==> src/rtl/uart_pkg.sv <==
// Shared UART definitions: frame shape, receiver states and small helpers
// used by the receiver today and a transmitter later.
package uart_pkg;

  localparam int       DATA_BITS        = 8;
  localparam logic     PARITY_ODD       = 1'b1;
  localparam int       CLKS_PER_BIT_DEF = 128;

  typedef enum logic [2:0] {
    ST_IDLE   = 3'd0,
    ST_START  = 3'd1,
    ST_DATA   = 3'd2,
    ST_PARITY = 3'd3,
    ST_STOP   = 3'd4,
    ST_BREAK  = 3'd5
  } rx_state_t;

  // True when data ones plus the parity bit give the selected parity sense.
  function automatic logic parity_ok(input logic [DATA_BITS-1:0] d, input logic p);
    return (^{d, p}) == PARITY_ODD;
  endfunction

endpackage

==> src/rtl/byte_fifo.sv <==
// First-word-fall-through byte FIFO; full/empty come from the occupancy count.
module byte_fifo #(
  parameter int DEPTH = 8
) (
  input  logic                     Clk,
  input  logic                     Rst_n,
  input  logic                     push,
  input  logic [7:0]               push_data,
  input  logic                     pop,
  output logic [7:0]               data,
  output logic [$clog2(DEPTH):0]   count,
  output logic                     full,
  output logic                     empty,
  output logic                     ovf
);

  localparam int AW = $clog2(DEPTH);

  logic [7:0]    mem [DEPTH];
  logic [AW-1:0] wr_ptr;
  logic [AW-1:0] rd_ptr;
  logic          pop_ok;
  logic          push_ok;

  assign empty   = (count == '0);
  assign full    = (count == (AW+1)'(DEPTH));
  assign pop_ok  = pop & ~empty;
  // A pop frees the slot in the same cycle, so push+pop succeeds even when full.
  assign push_ok = push & (~full | pop_ok);
  assign ovf     = push & full & ~pop;
  assign data    = empty ? 8'h00 : mem[rd_ptr];

  always_ff @(posedge Clk or negedge Rst_n) begin
    if (!Rst_n) begin
      wr_ptr <= '0;
      rd_ptr <= '0;
      count  <= '0;
    end else begin
      if (push_ok) wr_ptr <= wr_ptr + 1'b1;
      if (pop_ok)  rd_ptr <= rd_ptr + 1'b1;
      case ({push_ok, pop_ok})
        2'b10:   count <= count + 1'b1;
        2'b01:   count <= count - 1'b1;
        default: count <= count;
      endcase
    end
  end

  always_ff @(posedge Clk) begin
    if (push_ok) mem[wr_ptr] <= push_data;
  end

endmodule

==> src/rtl/uart_rx_fifo.sv <==
// UART receiver (8 data bits, odd parity, 1 stop) feeding a byte FIFO.
// Consumers treat !empty as valid and rd_en as ready; a byte moves when both are high.
module uart_rx_fifo
  import uart_pkg::*;
#(
  parameter int CLKS_PER_BIT = CLKS_PER_BIT_DEF,
  parameter int FIFO_DEPTH   = 8
) (
  input  logic                          Clk,
  input  logic                          Rst_n,
  input  logic                          RX,
  input  logic                          rd_en,
  output logic [7:0]                    rd_data,
  output logic                          empty,
  output logic                          full,
  output logic [$clog2(FIFO_DEPTH):0]   count,
  input  logic                          clr_err,
  output logic                          par_err,
  output logic                          stp_err,
  output logic                          ovf_err,
  output logic                          brk_det,
  output logic [2:0]                    dbg_state
);

  localparam logic [15:0] LAST = 16'(CLKS_PER_BIT - 1);
  localparam logic [15:0] S0   = 16'(CLKS_PER_BIT / 2 - 1);
  localparam logic [15:0] S1   = 16'(CLKS_PER_BIT / 2);
  localparam logic [15:0] S2   = 16'(CLKS_PER_BIT / 2 + 1);

  rx_state_t            state;
  logic                 rx_meta, rxs, rxs_d;
  logic [2:0]           arm;
  logic [15:0]          cnt;
  logic [2:0]           bit_idx;
  logic [DATA_BITS-1:0] shreg;
  logic                 par_bit, smp0, smp1;
  logic                 decide, maj, fall;
  logic                 push_req, par_ev, stp_ev, brk_ev, ovf_ev;
  logic                 push_q;
  logic [7:0]           push_byte;

  // arm keeps the reset value of the synchronizer from looking like a start edge.
  always_ff @(posedge Clk or negedge Rst_n) begin
    if (!Rst_n) begin
      rx_meta <= 1'b1;
      rxs     <= 1'b1;
      rxs_d   <= 1'b1;
      arm     <= '0;
    end else begin
      rx_meta <= RX;
      rxs     <= rx_meta;
      rxs_d   <= rxs;
      arm     <= {arm[1:0], 1'b1};
    end
  end

  assign fall      = arm[2] & rxs_d & ~rxs;
  assign decide    = (cnt == S2);
  assign maj       = (smp0 & smp1) | (smp0 & rxs) | (smp1 & rxs);
  assign dbg_state = state;

  always_comb begin
    push_req = 1'b0;
    par_ev   = 1'b0;
    stp_ev   = 1'b0;
    brk_ev   = 1'b0;
    if (state == ST_STOP && decide) begin
      if (maj) begin
        if (parity_ok(shreg, par_bit)) push_req = 1'b1;
        else                           par_ev   = 1'b1;
      end else if ({shreg, par_bit} == '0) begin
        brk_ev = 1'b1;
      end else begin
        stp_ev = 1'b1;
      end
    end
  end

  always_ff @(posedge Clk or negedge Rst_n) begin
    if (!Rst_n) begin
      state   <= ST_IDLE;
      cnt     <= '0;
      bit_idx <= '0;
      shreg   <= '0;
      par_bit <= 1'b0;
      smp0    <= 1'b0;
      smp1    <= 1'b0;
    end else begin
      case (state)
        ST_IDLE: begin
          cnt <= '0;
          if (fall) state <= ST_START;
        end
        ST_BREAK: begin
          if (!rxs) cnt <= '0;
          else if (cnt == LAST) begin
            cnt   <= '0;
            state <= ST_IDLE;
          end else cnt <= cnt + 16'd1;
        end
        default: begin
          // State names the bit being sampled; the decision at S2 picks the next one.
          cnt <= (cnt == LAST) ? 16'd0 : cnt + 16'd1;
          if (cnt == S0) smp0 <= rxs;
          if (cnt == S1) smp1 <= rxs;
          if (decide) begin
            case (state)
              ST_START: begin
                bit_idx <= '0;
                state   <= maj ? ST_IDLE : ST_DATA;
              end
              ST_DATA: begin
                shreg   <= {maj, shreg[DATA_BITS-1:1]};
                bit_idx <= bit_idx + 3'd1;
                if (bit_idx == 3'(DATA_BITS - 1)) state <= ST_PARITY;
              end
              ST_PARITY: begin
                par_bit <= maj;
                state   <= ST_STOP;
              end
              ST_STOP: begin
                cnt   <= '0;
                state <= maj ? ST_IDLE : ST_BREAK;
              end
              default: state <= ST_IDLE;
            endcase
          end
        end
      endcase
    end
  end

  always_ff @(posedge Clk or negedge Rst_n) begin
    if (!Rst_n) begin
      push_q    <= 1'b0;
      push_byte <= '0;
    end else begin
      push_q    <= push_req;
      push_byte <= shreg;
    end
  end

  byte_fifo #(.DEPTH(FIFO_DEPTH)) u_fifo (
    .Clk       (Clk),
    .Rst_n     (Rst_n),
    .push      (push_q),
    .push_data (push_byte),
    .pop       (rd_en),
    .data      (rd_data),
    .count     (count),
    .full      (full),
    .empty     (empty),
    .ovf       (ovf_ev)
  );

  // An error event in the same cycle as clr_err keeps its flag set.
  always_ff @(posedge Clk or negedge Rst_n) begin
    if (!Rst_n) begin
      par_err <= 1'b0;
      stp_err <= 1'b0;
      ovf_err <= 1'b0;
      brk_det <= 1'b0;
    end else begin
      par_err <= par_ev | (par_err & ~clr_err);
      stp_err <= stp_ev | (stp_err & ~clr_err);
      ovf_err <= ovf_ev | (ovf_err & ~clr_err);
      brk_det <= brk_ev | (brk_det & ~clr_err);
    end
  end

endmodule

==> config.mk <==
export PLATFORM = sky130hd
export DESIGN_NAME = uart_rx_fifo
export DESIGN_NICKNAME = d
export VERILOG_FILES = /design/src/rtl/uart_pkg.sv /design/src/rtl/byte_fifo.sv /design/src/rtl/uart_rx_fifo.sv
export SDC_FILE = /design/constraint.sdc
export NUM_CORES = 1
export LEC_CHECK = 0
export CAP_MARGIN = 40
export CORE_ASPECT_RATIO = 2
export CORE_MARGIN = 5
export CORE_UTILIZATION = 50
export CTS_BUF_LIST = sky130_fd_sc_hd__clkbuf_16
export CTS_CLUSTER_SIZE = 25
export DETAILED_ROUTE_END_ITERATION = 12
export GPL_ROUTABILITY_DRIVEN = 1
export PLACE_DENSITY = 0.68
export SETUP_SLACK_MARGIN = 0.4
export SYNTH_ARGS = -nofsm -noshare
export SYNTH_HDL_FRONTEND = slang
export SYNTH_SLANG_ARGS = --single-unit
==> constraint.sdc <==
create_clock -name Clk -period 2.5 [get_ports Clk]
set_input_delay 0.5 -clock Clk [delete_from_list [all_inputs] [get_ports Clk]]
set_output_delay 0.5 -clock Clk [all_outputs]
set_load 0.05 [all_outputs]
==> flow_metrics.py <==
metrics = {
    "worst_setup_path": {
        "cp_max_fo": 8,
        "cp-start-kind": "register",
        "cp_cell_sequence": "buf_12, buf_16, mux4_2, mux2i_1, nor2_1, buf_6",
        "regToRegSetupSlack_ns": 0.35,
        "crit_type": "reg -> out",
        "r2r-start": "cnt[11]",
        "crit_family": "multiplexers",
        "cp_slowest_cell": "mux4_2",
        "crit_path_max_incr_delay_ns": 0.49,
        "end_kind": "primary output",
        "critPathRequiredTime_ns": 2.00,
        "cp_num_buf_inv": 3,
        "cp-startpoint": "u_fifo.rd_ptr[0]",
        "critPathArrivalTime_ns": 1.92,
    },
    "floorplanning": {
        "fp.dieW_um": 83.1,
        "dieArea_um2": 13000,
        "rows": 53,
        "ioPinCount": 26,
        "core_area_um2": 10500,
        "die_h_um": 156,
        "start_util_pct": 51.1,
    },
    "power": {
        "leakagePower_nw": 2.94,
        "power_density_nw_per_um2": 979,
        "vdd_drop_max_mv": 0.737,
    },
    "grt": {
        "overflow": 0,
        "grt_pass1_wl_mm": 17.3,
        "antenna_found_initial": 0,
        "grtUsageTotal_pct": 17.6,
        "grt_start_max_net_pins": 52,
        "grt_pass1_vias": 3403,
    },
    "clock_tree": {
        "cts_tree": "yes",
        "cts.sinks": 126,
        "clk_latency_ns": 0.40,
        "cts-root-buf": "clkbuf_16",
        "cts_made_buffers": 17,
        "clk_pin_slew_ns": 0.05,
        "htree_levels": 4,
        "clk_path_buf_depth": 2,
    },
    "synth": {
        "syn_inst": 380,
        "syn_nets": 397,
        "yosys_warnings": 0,
        "ys.flop_type": "edfxtp_1",
        "synth_cell_type_count": 53,
        "yosysSeqAreaShare_pct": 65.0,
        "synth-edff-count": 64,
        "ys_ff_latch": 126,
        "avgSynthCellArea_um2": 14.1,
        "synth_async_sr_flop_share_pct": 49.2,
        "synth_area_um2": 5350,
    },
    "placed_design": {
        "place_area_um2": 5920,
        "routabilityCongestion": 0.766,
        "hpwl_mm": 6.90,
        "dp.cells": 546,
        "numPortBuffers": 25,
    },
    "sta": {
        "hold_viol": 0,
        "max-slew-margin-rel_pct": 52.1,
        "maxSlewViolCount": 0,
        "worstMarginPinSlew_ns": 0.713,
        "period_share_pct": 96.7,
        "rsz0062_at_grt": "true",
        "fmax_mhz": 414,
        "skew_ns": 0.00604,
        "setup_viol": 0,
        "finalCriticalPeriod_ns": 2.42,
    },
    "layout": {
        "syn_to_final_growth_pct": 30.9,
        "final_common_cell": "edfxtp_1",
        "fin_nets": 467,
        "drive_above_1_share_pct": 36.1,
        "fin_cells": 600,
        "layout_common_cells": "64 x edfxtp_1, 50 x dfrtp_1, 28 x nand2_1, 28 x buf_4, 25 x nor2_1",
        "nFillCells": 797,
        "design_area_um2": 7010,
        "n_antenna_cell": 0,
    },
    "detailed_routing": {
        "drt_wl_total_mm": 11.0,
        "wl_per_cell_um": 18.4,
        "firstDrtPassIters": 4,
        "routed_via_density": 5.42,
        "vias": 3249,
        "drtAntennaViolNets": 0,
        "drt_iter0_markers": 162,
        "drc": 0,
    },
    "flow_run": {
        "drv_cap": 0,
    },
    "min_path": {
        "hp-class": "reg -> reg",
        "hp-start": "arm[0]",
    },
    "outcome": {
        "status": "finished, final reports clean",
    },
}
-- routing by layer --
layer	wire length, µm	vias to the layer above	GRT usage [%]
li1	-	1516	-
met1	3860	1661	17.4
met5	0	-	0
met2	6600	51	34.6
met3	315	21	3.85
met4	252	0	7.72
-- cells in the mapped netlist, types with 3 or more instances --
cell type | number | area share (%)
nand3_1 | 8 | 0.75
nor2_1 | 42 | 2.9
xor2_1 | 11 | 1.8
nand2_1 | 29 | 2.0
nor3_1 | 9 | 0.84
xnor2_1 | 15 | 2.5
inv_1 | 19 | 1.3
mux2_2 | 9 | 1.9
nand4_1 | 7 | 0.82
edfxtp_1 | 64 | 36
mux4_2 | 16 | 6.7
nor4_1 | 4 | 0.47
nand2b_1 | 3 | 0.35
ha_1 | 12 | 2.8
mux2i_1 | 8 | 1.5
dfstp_2 | 3 | 1.5
dfrtp_1 | 59 | 28
o21ai_0 | 10 | 0.94
clkbuf_1 | 7 | 0.49
-- through the flow --
step	power [mW]	util [%]	hold slack [ns]	TNS [ns]	worst slack [ns]
after detailed placement	3.90	56.5	0.336	0	0.267
after global placement	3.87	56.5	0.339	0	0.278
after CTS	6.63	64.2	0.356	0	0.0488
after floorplan	3.48	-	0.204	-0.927	-0.117
after global routing	7.15	66.9	0.368	0	0.00168
final	6.86	66.9	0.353	0	0.0820
-- flip-flops by register name, indices dropped and copies added (netlist names), 3 cells and up --
name and flops:
u_fifo.count 4, u_fifo.mem 64, cnt 16, arm 3
push_byte 8, u_fifo.wr_ptr 3, shreg 8, u_fifo.rd_ptr 3
bit_idx 3, dbg_state 3
-- path summary, 6_finish.rpt --
path / endpoint / cells after the start
setup / recovery: rd_data[2] / 6
hold / removal: arm[1] / 0
setup reg to reg: dbg_state[1] / 6
hold reg to reg: arm[1] / 0
max in group asynchronous: rxs / 3
min in group asynchronous: ovf_err / 2
-- cell families (layout without fill, tap and decap cells) --
family	count (synthesis)	after routing	share of synthesized area (%)
multiplexers	33	33	10.1
adder cells (fa/ha/maj)	13	13	2.99
other	1	1	0.0701
AND/OR/NAND/NOR	123	123	12.0
XOR/XNOR	26	26	4.26
flip-flops	126	126	65.0
buffers and inverters	31	114	2.29
AO/OA/AOI/OAI	27	27	3.30
-- timing repair --
item | 4_1_cts | 5_1_grt
setup buffers | 13 | 5
gates resized for setup | 25 | 57
setup endpoints to repair | 46 | 68
hold buffers | 1 | 0
gates cloned | 2 | 1
pin swaps | 10 | 13
hold endpoints to repair | 11 | 0
-- power by group --
group | leakage, nW | switching (mW) | total [mW] | internal [mW]
logic | 1.08 | 0.875 | 1.72 | 0.840
clock network | 0.303 | 0.859 | 2.52 | 1.66
registers | 1.56 | 0.327 | 2.62 | 2.29
total | 2.94 | 2.06 | 6.86 | 4.80
-- area by class of cell --
| cell class | instances | area [µm²] | share of cell area, % |
|---|---|---|---|
| sequential | 126 | 3490 | 49.8 |
| multi-input combinational | 223 | 2010 | 28.7 |
| timing repair buffer | 63 | 641 | 9.14 |
| clock buffer | 17 | 425 | 6.07 |
| clock inverter | 15 | 195 | 2.79 |
| tap | 137 | 171 | 2.45 |
| inverter | 19 | 71.3 | 1.02 |
Power figures use the tool's default switching activity.
